### src/rtl/button_debounce.sv
// Synchronises and debounces a bouncy push-button; emits press/release/long-press strobes.
// Latency SYNC_STAGES+DEBOUNCE_CYCLES cycles raw edge to btn_level; no backpressure, strobes are fire-and-forget.
module button_debounce #(
    parameter int SYNC_STAGES       = 2,
    parameter int DEBOUNCE_CYCLES   = 16,
    parameter int LONG_PRESS_CYCLES = 256,
    parameter int CNT_W             = 9
) (
    input  logic clk,
    input  logic rst,
    input  logic btn_raw,
    output logic btn_level,
    output logic press_pulse,
    output logic release_pulse,
    output logic long_press,
    output logic busy
);

    typedef enum logic [1:0] {
        IDLE    = 2'd0,
        PRESS_Q = 2'd1,
        HELD    = 2'd2,
        REL_Q   = 2'd3
    } state_t;

    localparam logic [CNT_W-1:0] CNT_ONE  = CNT_W'(1);
    localparam logic [CNT_W-1:0] DEB_LAST = CNT_W'(DEBOUNCE_CYCLES - 1);
    localparam logic [CNT_W-1:0] LONG_MAX = CNT_W'(LONG_PRESS_CYCLES);
    localparam logic [CNT_W-1:0] LONG_PRE = CNT_W'(LONG_PRESS_CYCLES - 2);

    logic [SYNC_STAGES-1:0] r_sync;
    logic                   w_btn_sync;

    state_t                 r_state;
    state_t                 w_next_state;
    logic [CNT_W-1:0]       r_deb_cnt;
    logic [CNT_W-1:0]       w_deb_nxt;
    logic [CNT_W-1:0]       r_hold_cnt;
    logic [CNT_W-1:0]       w_hold_nxt;
    logic                   w_press_nxt;
    logic                   w_release_nxt;
    logic                   w_long_nxt;
    logic                   w_level_nxt;
    logic                   w_busy_nxt;

    always_ff @(posedge clk or negedge rst) begin
        if (!rst) begin
            r_sync <= '0;
        end else begin
            r_sync <= {r_sync[SYNC_STAGES-2:0], btn_raw};
        end
    end

    assign w_btn_sync = r_sync[SYNC_STAGES-1];

    // State, counters and every output are registered together.
    always_ff @(posedge clk or negedge rst) begin
        if (!rst) begin
            r_state       <= IDLE;
            r_deb_cnt     <= '0;
            r_hold_cnt    <= '0;
            btn_level     <= 1'b0;
            press_pulse   <= 1'b0;
            release_pulse <= 1'b0;
            long_press    <= 1'b0;
            busy          <= 1'b0;
        end else begin
            r_state       <= w_next_state;
            r_deb_cnt     <= w_deb_nxt;
            r_hold_cnt    <= w_hold_nxt;
            btn_level     <= w_level_nxt;
            press_pulse   <= w_press_nxt;
            release_pulse <= w_release_nxt;
            long_press    <= w_long_nxt;
            busy          <= w_busy_nxt;
        end
    end

    always_comb begin
        w_next_state  = r_state;
        w_deb_nxt     = r_deb_cnt;
        w_hold_nxt    = r_hold_cnt;
        w_press_nxt   = 1'b0;
        w_release_nxt = 1'b0;
        w_long_nxt    = 1'b0;
        case (r_state)
            IDLE: begin
                if (w_btn_sync) begin
                    w_next_state = PRESS_Q;
                    w_deb_nxt    = CNT_ONE;
                end
            end
            PRESS_Q: begin
                if (!w_btn_sync) begin
                    w_next_state = IDLE;
                    w_deb_nxt    = '0;
                end else if (r_deb_cnt == DEB_LAST) begin
                    w_next_state = HELD;
                    w_deb_nxt    = '0;
                    w_hold_nxt   = '0;
                    w_press_nxt  = 1'b1;
                end else begin
                    w_deb_nxt = r_deb_cnt + CNT_ONE;
                end
            end
            HELD: begin
                // Saturation keeps hold_cnt monotonic, so the strobe below fires once per press.
                if (r_hold_cnt != LONG_MAX) begin
                    w_hold_nxt = r_hold_cnt + CNT_ONE;
                end
                w_long_nxt = (r_hold_cnt == LONG_PRE);
                if (!w_btn_sync) begin
                    w_next_state = REL_Q;
                    w_deb_nxt    = CNT_ONE;
                end
            end
            REL_Q: begin
                if (w_btn_sync) begin
                    w_next_state = HELD;
                    w_deb_nxt    = '0;
                end else if (r_deb_cnt == DEB_LAST) begin
                    w_next_state  = IDLE;
                    w_deb_nxt     = '0;
                    w_hold_nxt    = '0;
                    w_release_nxt = 1'b1;
                end else begin
                    w_deb_nxt = r_deb_cnt + CNT_ONE;
                end
            end
            default: begin
                w_next_state = IDLE;
                w_deb_nxt    = '0;
                w_hold_nxt   = '0;
            end
        endcase
    end

    always_comb begin
        w_level_nxt = (w_next_state == HELD) || (w_next_state == REL_Q);
        w_busy_nxt  = (w_next_state == PRESS_Q) || (w_next_state == REL_Q);
    end

endmodule

### config.mk
export PLATFORM = sky130hd
export DESIGN_NAME = button_debounce
export DESIGN_NICKNAME = d
export VERILOG_FILES = /design/src/rtl/button_debounce.sv
export SDC_FILE = /design/constraint.sdc
export NUM_CORES = 1
export LEC_CHECK = 0
export ABC_CLOCK_PERIOD_IN_PS = 3000
export BUFFER_PORTS_ARGS = -buffer_cell sky130_fd_sc_hd__buf_2
export CORE_UTILIZATION = 45
export DETAILED_ROUTE_END_ITERATION = 16
export GPL_TIMING_DRIVEN = 1
export SLEW_MARGIN = 20
export SYNTH_ARGS = -nofsm -noshare
export SYNTH_HDL_FRONTEND = slang
export SYNTH_SLANG_ARGS = --single-unit
### constraint.sdc
create_clock -name clk -period 3 [get_ports clk]
set_clock_uncertainty 0.05 [all_clocks]
set_input_delay 0.6 -clock clk [delete_from_list [all_inputs] [get_ports clk]]
set_output_delay 0.6 -clock clk [all_outputs]
set_load 0.02 [all_outputs]
# ---- Yosys cells after proc, flatten, opt, wreduce, memory -nomap -nowiden
# Index checks and enable logic that the tools add are counted.
dict set report word_totals {
  ff_bits 27
  wordCells 55
  in_bits 3
}
dict set report classes {
  eq_ne 14
  muxes 24
  add_sub_neg 2
  reduce_logical 6
}
# operator n
set op_table {}
lappend op_table {{$mux W9} 9}
lappend op_table {{$pmux W9 S4} 1}
lappend op_table {{$pmux W9 S3} 1}
lappend op_table {{$add A9 B1 Y9 const B} 2}
lappend op_table {{$mux W2} 6}
lappend op_table {{$ne A2 B2 Y1 const B} 5}
lappend op_table {{$eq A9 B4 Y1 const B} 1}
lappend op_table {{$eq A9 B8 Y1 const B} 1}
lappend op_table {{$ne A9 B9 Y1 const B} 1}
lappend op_table {{$eq A2 B2 Y1 const B} 4}
lappend op_table {{$pmux W2 S4} 1}
lappend op_table {{$mux W1} 6}
lappend op_table {{$eq A2 B1 Y1 const B} 2}
lappend op_table {{$reduce_and A4 Y1} 1}
lappend op_table {{$reduce_bool A3 Y1} 1}
lappend op_table {{$logic_not A2 Y1} 1}
lappend op_table {{$logic_or A1 B1 Y1} 2}
lappend op_table {{$reduce_and A2 Y1} 1}

# ---- Logic depth before layout (Yosys ltp)
# Gate-level depths: netlist (run 1).
dict set report depth {
  word_depth 6
  depth_mapped 6
}

# ---- Worst setup path before layout (run 1)
# No wires, ideal clock.
dict set report synth_path {
  path_kind {register to register}
  from {register r_hold_cnt[6]}
  to {register r_hold_cnt[4]}
  slack_ns 1.398
  path_stages_with_launch 5
  period_less_slack_ns 1.602
  n_path_buf 0
  t_arrival_ns 1.470
  cell_sequence {dfrtp_1 or4_4 nor4_4 a22oi_4 a31oi_1}
}
dict set report synth_between {
  elab_chain_cells 3
}
# item line
set synth_rtl {}
lappend synth_rtl {{start, declared} 38} ;# logic [CNT_W-1:0] r_hold_cnt;
lappend synth_rtl {{start signal, assigned} 70} ;# r_hold_cnt <= w_hold_nxt;
lappend synth_rtl {{$ne A9 B9 Y1} 108} ;# if (r_hold_cnt != LONG_MAX) begin
lappend synth_rtl {{$ne A2 B2 Y1 (no source line)} --}
lappend synth_rtl {{$reduce_and A4 Y1 (no source line)} --}
# No other way between the ends.
# A chain may end at the register's enable or synchronous reset.

# ---- Final worst setup path (run 1)
dict set report layout_path {
  from {register r_deb_cnt[5]}
  to {register btn_level}
}
dict set report layout_between {
  elab_chain_cells 6
  word_cells_on_any_way 9
  cone_classes {eq/ne (3); mux (5); reduce/logical (1)}
}
# item line
set layout_rtl {}
lappend layout_rtl {{start, declared} 36} ;# logic [CNT_W-1:0] r_deb_cnt;
lappend layout_rtl {{start signal, assigned} 69} ;# r_deb_cnt <= w_deb_nxt;
lappend layout_rtl {{$eq A9 B4 Y1 (*)} {97, 121}}
lappend layout_rtl {{$mux W2, on equally long branches} {121, 97}}
lappend layout_rtl {{$mux W2, on equally long branches} {118, 94}}
lappend layout_rtl {{$pmux W2 S4 (*)} 86} ;# case (r_state)
lappend layout_rtl {{$eq A2 B2 Y1} 139} ;# w_level_nxt = (w_next_state == HELD) || (w_next_state == REL_Q);
lappend layout_rtl {{$logic_or A1 B1 Y1 (*)} 139}
lappend layout_rtl {{via w_level_nxt} 43} ;# logic w_level_nxt;
lappend layout_rtl {{end signal, assigned} 71} ;# btn_level <= w_level_nxt;
lappend layout_rtl {{end, declared} 12} ;# output logic btn_level,
# Mark *: on every way through the listed nets, which the timed path passes. The rest lies on a longest branch.

==> results.md, run 1 <==
* Run status: finished, final reports clean
* Max IR drop VDD at 0.287 mV
* Die ar. at 3320 um^2
* Post-synth EDFFs at 0
* Core region area at between 2000 and 3000 um^2
* CTS buffer count at 3
* Total wire length at 2.54 mm
* TritonCTS clock tree: done
* Cells along the critical path: nor4_4 -> nand3_2 -> mux2_2
* Pin count of the biggest net entering global routing at 27
* Pwr dens at 398 nW/um^2
* Slew headroom at 0.596
* Critical-path top delay cell: nor4_4
* CP startpoint: r_deb_cnt[5]
* Initial Utilization at 0.489
* CP bufs+invs at 0
* Fin crit share at 0.605
* FF+latch count, synth at 26
* PostCTS Resize Cnt at 0
* Most used flip-flop cell after synthesis: dfrtp_1
* Via count at 1027
* Leakage at 0.000703 uW
* Core Rows at 19
* Cell with the most instances after synthesis: dfrtp_1
* Final hold viol count at 0
* Post-synth net total at ~140
* Number of global-route vias before repair at 961
* Vias per inst at 6.08
* Synth top area cells: dfrtp_1 47%, a31oi_1 6.3%, nand2_1 4.8%
* Crit path max-delay family: simple AND/OR/NAND/NOR gates
* Setup bufs post-CTS at 0
* H-tree depth at 1
* Layout net count at 147
* Root buffer cell: clkbuf_4
* Post-place setup slack at 1.21 ns
* RSZ-0062 raised after global routing: false
* Nature of the critical path startpoint: register
* Asr flop ratio synth at 1.00
* Wire length per cell at roughly 15 um
* CP endpoint kind: register
* Final core area utilization at 0.511
* Yosys top cell area share at 0.467
* I/O pins at 8
* Overflow after GRT at 0
* Post-Syn Area at 1390 um^2
* Max Cap Violations at 0
* Worst-skew pair later-pin latency at ~0.32 ns
* Post-Place Cells at 166
* Delay of the slowest critical-path stage at 0.50 ns
* Post-route minimum period at 1.81 ns
* Share of layout cells above drive strength 1 at 0.188
* Worst EP arrival at 1.99 ns
* Hold Path Class: in2async
* Hold buffer count at CTS at 0
* Worst r2r src: r_deb_cnt[5]
* Routability Congestion at 0.739
* Slew Limit Fails at 0
* Antenna violations before repair at 0
* Worst setup path category: reg2reg
* Setup TNS at 0 ns
* Final setup viols at 0
* Distinct cells, synth at 36
* Max Freq at 551 MHz
* Antenna Violating Nets Remaining at 0
* Flop-to-flop setup slack at 1.19 ns
* Diodes inserted at 0
* Height of the die at 57.7 um
* Die width at 57.7 um
* DRC violations left at 0
* Final setup margin at 1.19 ns
* Worst-path maximum fanout at 12
* Total power at roughly 580 uW
* Tot GR Track Use at 0.172
* Sequential-to-total area share from yosys stat at 0.467
* Required time of the critical path at between 3 and 4 ns
* Clock Sinks at 26
* Max clock buf depth at 2
* Yosys warning count at 0
* Iteration-0 DRC Markers at 14
* I/O Buffers at 7
* Synth cell count leaders: 26 x dfrtp_1, 18 x nand2_1, 14 x a31oi_1
* Worst-Margin Slew at 0.603 ns
* Worst-path clk slew at 0.14 ns
* Leading area contributor after synthesis: dfrtp_1
* Post-Layout Cell Count at 169
* First-pass GRT wire length at 4.48 mm
* Mapped Cells at about 130
* Synth-to-layout area growth at 4.58%
* Post-DP HPWL at 1.83 mm
* DRT Pass-1 Iters at 4
* Syn Area/Cell at 10.6 um^2
-- cells in the final DEF, fill, tap and decap left out --
master     n
a211oi_4   1
a22oi_4    1
dfrtp_1   26
a31oi_1   14
nand4_1    3
a22o_1     2
o21ai_0    3
clkbuf_4   3
xor2_1     1
nand3_1    8
xnor2_2    1
a21oi_1    5
o211ai_2   3
and3b_2    1
ha_1       4
or3_1      2
and2_1     1
nand2_1   18
o21ai_1    2
nor4_1     1
nand3_2    1
buf_2      7
and4b_2    1
and2b_1    1
and2b_2    2
nor4_4     2
nor3_1     3
nor3b_1    2
and4_1     2
and4b_1    1
mux2_2     2
inv_1      7
nor2_1     3
nand3b_1   3
or4_4      1
-- sequential cells by signal, indices dropped and copies added, names as in the netlist --
| signal | cells |
|---|---|
| btn_level | 1 |
| busy | 1 |
| long_press | 1 |
| press_pulse | 1 |
| r_deb_cnt | 9 |
| r_hold_cnt | 9 |
| r_state | 1 |
| r_sync | 2 |
| release_pulse | 1 |
-- where the power goes --
group	switching (uW)	internal, uW
combinational	34.8	20.7
sequential	14.6	362
clock	100	47.0
total	150	430
-- layer usage --
layer | track usage | routed length (um) | vias to the layer above
met5 | 0 | 0 | -
met4 | 0.0408 | 17 | 0
met3 | 0.0223 | 74 | 2
met2 | 0.282 | 1190 | 24
met1 | 0.245 | 1260 | 503
li1 | - | - | 498
-- layout make-up --
class / count / area (um^2)
clock buffers: 3 / 22.5
fillers: 273 / 1400
inverters: 7 / 26.3
multi-input cells: 95 / 684
flip-flops and latches: 26 / 651
well taps: 31 / 38.8
repair buffers: 7 / 35.0
-- per-stage QoR --
| step | cell area (um^2) | hold slack [ns] |
|---|---|---|
| 5_1_grt | 1460 | 0.258 |
| 6_report | 1460 | 0.207 |
| 4_1_cts | 1460 | 0.227 |
| 3_5_place_dp | 1440 | 0.286 |
| 2_1_floorplan | 1390 | 0.254 |
| 3_3_place_gp | 1440 | 0.297 |
-- cell families after synthesis --
logic type / Yosys count / share of synthesized area
muxes: 2 / 0.0162
adders and majority gates: 4 / 0.0359
buffers and inverters: 11 / 0.0422
AOI/OAI and AO/OA: 31 / 0.168
DFF: 26 / 0.467
and+or+nand+nor: 56 / 0.253
xor gates and xnor gates: 2 / 0.0180
-- path summary, 6_finish.rpt --
check,end,cells after the start
worst min register to register,r_sync[1],0
worst max-delay path,btn_level,3
min in group clk,r_sync[1],0
worst max register to register,btn_level,3
max in group asynchronous,r_sync[0],1
worst min-delay path,r_hold_cnt[2],1
Note: power is estimated with default switching activity, not from simulation.
==> run 2: changes to the inputs <==
- ABC_CLOCK_PERIOD_IN_PS: 3000 -> 1790
- clock period: 3 -> 1.79 ns (I/O delays scaled with it)
==> run 2 against run 1 <==
  * Utilization grew 3.9 points
  * Sequential power grew 67%
  * Critical endpoint is now r_hold_cnt[8]
  * Combinational power grew 91%
  * Worst hold slack lost 0.12 ns
  * Critical path depth grew 2
==> results.md, run 2 (synthesis gave the netlist of run 1 again) <==
* Via count at 1061 (was 1027)
* Commonest non-fill, non-tap cell in the layout: dfrtp_1 (unchanged)
* Root buffer cell: clkbuf_4 (unchanged)
* Worst-Margin Slew at 0.592 ns (was 0.603 ns)
* Initial Utilization at 0.489 (unchanged)
* Core region area at 2850 um^2 (unchanged)
* DRC violations left at 0 (unchanged)
* Final setup viols at 0 (unchanged)
* Most frequent cells in the layout: 26 x dfrtp_1, 18 x nand2_1, 14 x a31oi_1, 9 x buf_4, 8 x nand3_1 (was 26 x dfrtp_1, 18 x nand2_1, 14 x a31oi_1, 8 x nand3_1)
* Max clock buf depth at 2 (unchanged)
* I/O Buffers at 7 (unchanged)
* Worst reg-to-reg path cell count at 5 (was 3)
* Max IR drop VDD at 0.337 mV (was 0.287 mV)
* Cells along the critical path: or4_4 -> nor4_4 -> buf_4 -> a22oi_2 -> a31oi_1 (was nor4_4 -> nand3_2 -> mux2_2)
* Antenna violations before repair at 0 (unchanged)
* Clock Sinks at 26 (unchanged)
* I/O pins at 8 (unchanged)
* Reg area at 651 um^2 (unchanged)
* Crit path max-delay family: simple AND/OR/NAND/NOR gates (unchanged)
* Slew Limit Fails at 0 (unchanged)
* Worst EP arrival at 1.97 ns (was 1.99 ns)
* Fin crit share at 0.991 (was 0.605)
* Hold Path Class: in2reg (was in2async)
* Final hold viol count at 0 (unchanged)
* Internal power at 730 uW (was 430 uW)
* Total power at 980 uW (was 580 uW)
* Vias per inst at 5.89 (was 6.08)
* Max Freq at 564 MHz (was 551 MHz)
* Diodes inserted at 0 (unchanged)
* WHS Endpoint: r_sync[0]
* Iteration-0 DRC Markers at 25 (was 14)
* Leakage at 0.000756 uW (was 0.000703 uW)
* Layout net count at 158 (was 147)
* TritonCTS clock tree: done (unchanged)
* Share of layout cells above drive strength 1 at 0.255 (was 0.188)
* Fill cells at 250 (was 273)
* Synth-to-layout area growth at 12.7% (was 4.58%)
* Switching component of the power at 249 uW (was 150 uW)
* Pwr dens at 624 nW/um^2 (was 398 nW/um^2)
* Worst-skew pair later-pin latency at 0.31 ns (was 0.32 ns)
* Wire length per cell at 14.5 um (was 15.1 um)
* Delay of the slowest critical-path stage at 0.53 ns (was 0.50 ns)
* Die width at 57.7 um (unchanged)
* Antenna Violating Nets Remaining at 0 (unchanged)
* Critical hold path startpoint: btn_raw
* Comb power frac at 0.109 (was 0.096)
* Worst r2r src: r_hold_cnt[6] (was r_deb_cnt[5])
* Critical-path top delay cell: or4_4 (was nor4_4)
* Total wire length at 2.60 mm (was 2.54 mm)
* First-pass GRT wire length at 4.39 mm (was 4.48 mm)
* RR Endpoint: r_hold_cnt[8] (was btn_level)
* Worst-path maximum fanout at 5 (was 12)
* Required time of the critical path at 1.98 ns (was 3.17 ns)
* Die ar. at 3320 um^2 (unchanged)
* Post-DP HPWL at 1.78 mm (was 1.83 mm)
* Height of the die at 57.7 um (unchanged)
* Max Cap Violations at 0 (unchanged)
* Multi-input gate area at 719 um^2 (was 684 um^2)
* Tot GR Track Use at 0.172 (about the same)
* Worst-path clk slew at 0.13 ns (was 0.14 ns)
* Core Rows at 19 (unchanged)
* Flop-to-flop setup slack at 0.02 ns (was 1.19 ns)
* Setup TNS at 0 ns (unchanged)
* DRT Pass-1 Iters at 4 (unchanged)
* Biggest regs: r_deb_cnt: 9 flops, r_hold_cnt: 9 flops, r_sync: 2 flops (unchanged)
* Flop pwr share at 0.644 (was 0.650)
* Worst Hold Depth at 1
* Pin count of the biggest net entering global routing at 27 (unchanged)
* Nature of the critical path startpoint: register (unchanged)
* CP endpoint kind: register (unchanged)
* Run status: finished, final reports clean (unchanged)
* Overflow after GRT at 0 (unchanged)
* Sw Ratio at 0.254 (was 0.258)
* CTS buffer count at 3 (unchanged)
* Clock power share at 0.247 (was 0.254)
* Slew headroom at 0.605 (was 0.596)
* CP bufs+invs at 1 (was 0)
* Routability Congestion at 0.739 (about the same)
* Post-route minimum period at 1.77 ns (was 1.81 ns)
* H-tree depth at 1 (unchanged)
* Number of global-route vias before repair at 962 (was 961)
* RSZ-0062 raised after global routing: false (unchanged)
* Worst setup path category: reg2reg (unchanged)
## run 2: layout make-up
cell class	instances	share of cell area
Sequential cell	26	0.414
Tap cell	31	0.0247
Multi-Input combinational cell	96	0.458
Clock buffer	3	0.0143
Timing Repair Buffer	17	0.0717
Inverter	7	0.0167
## run 2: per-stage QoR
step	instances	area (um^2)	worst slack (ns)	util	hold WS (ns)
final	180	1570	0.0158	0.550	0.0901
after global routing	180	1570	0.00249	0.550	0.0596
after CTS	175	1510	0.0206	0.528	0.0771
after detailed placement	171	1470	0.0334	0.516	0.286
after global placement	171	1470	0.0443	0.516	0.297
after floorplan	132	1390	0.188	-	0.0124
## run 2: worst register-to-register path, stage by stage (launching register included)
cell	delay [ns]
dfrtp_1	0.42
or4_4	0.53
nor4_4	0.22
buf_4	0.18
a22oi_2	0.11
a31oi_1	0.20
## run 2: how the worst max path moves through the flow
stage                              from       endpoint  slack [ns]  cells past startpoint
final                     r_hold_cnt[6]  r_hold_cnt[8]        0.02                      5
after global routing      r_hold_cnt[6]  r_hold_cnt[8]       0.002                      5
after CTS                  r_deb_cnt[0]      btn_level        0.02                      4
after detailed placement   r_deb_cnt[0]      btn_level        0.03                      4
after global placement     r_deb_cnt[0]      btn_level        0.04                      4
after floorplan           r_hold_cnt[6]  r_hold_cnt[4]        0.19                      4
## run 2: per-layer routing
metal,track usage,routed length [um],vias up
met1,0.250,1320,512
li1,-,-,529
met4,0.0714,18,0
met3,0.0290,89,2
met5,0,0,-
met2,0.256,1180,18
## run 2: power groups by stage
stage,Combinational [uW],Clock [uW],Sequential [uW]
2_1_floorplan,66.7,0,636
3_3_place_gp,91.8,0,640
3_5_place_dp,93.0,0,641
4_1_cts,95.6,257,630
5_1_grt,118,279,636
6_report,106,242,631
## run 2: timing repair
action	4_1_cts	5_1_grt
endpoints found under the hold margin	26	0
buffers inserted	0	4
setup endpoints to repair	0	15
gates resized for setup	0	4
hold buffers	1	0
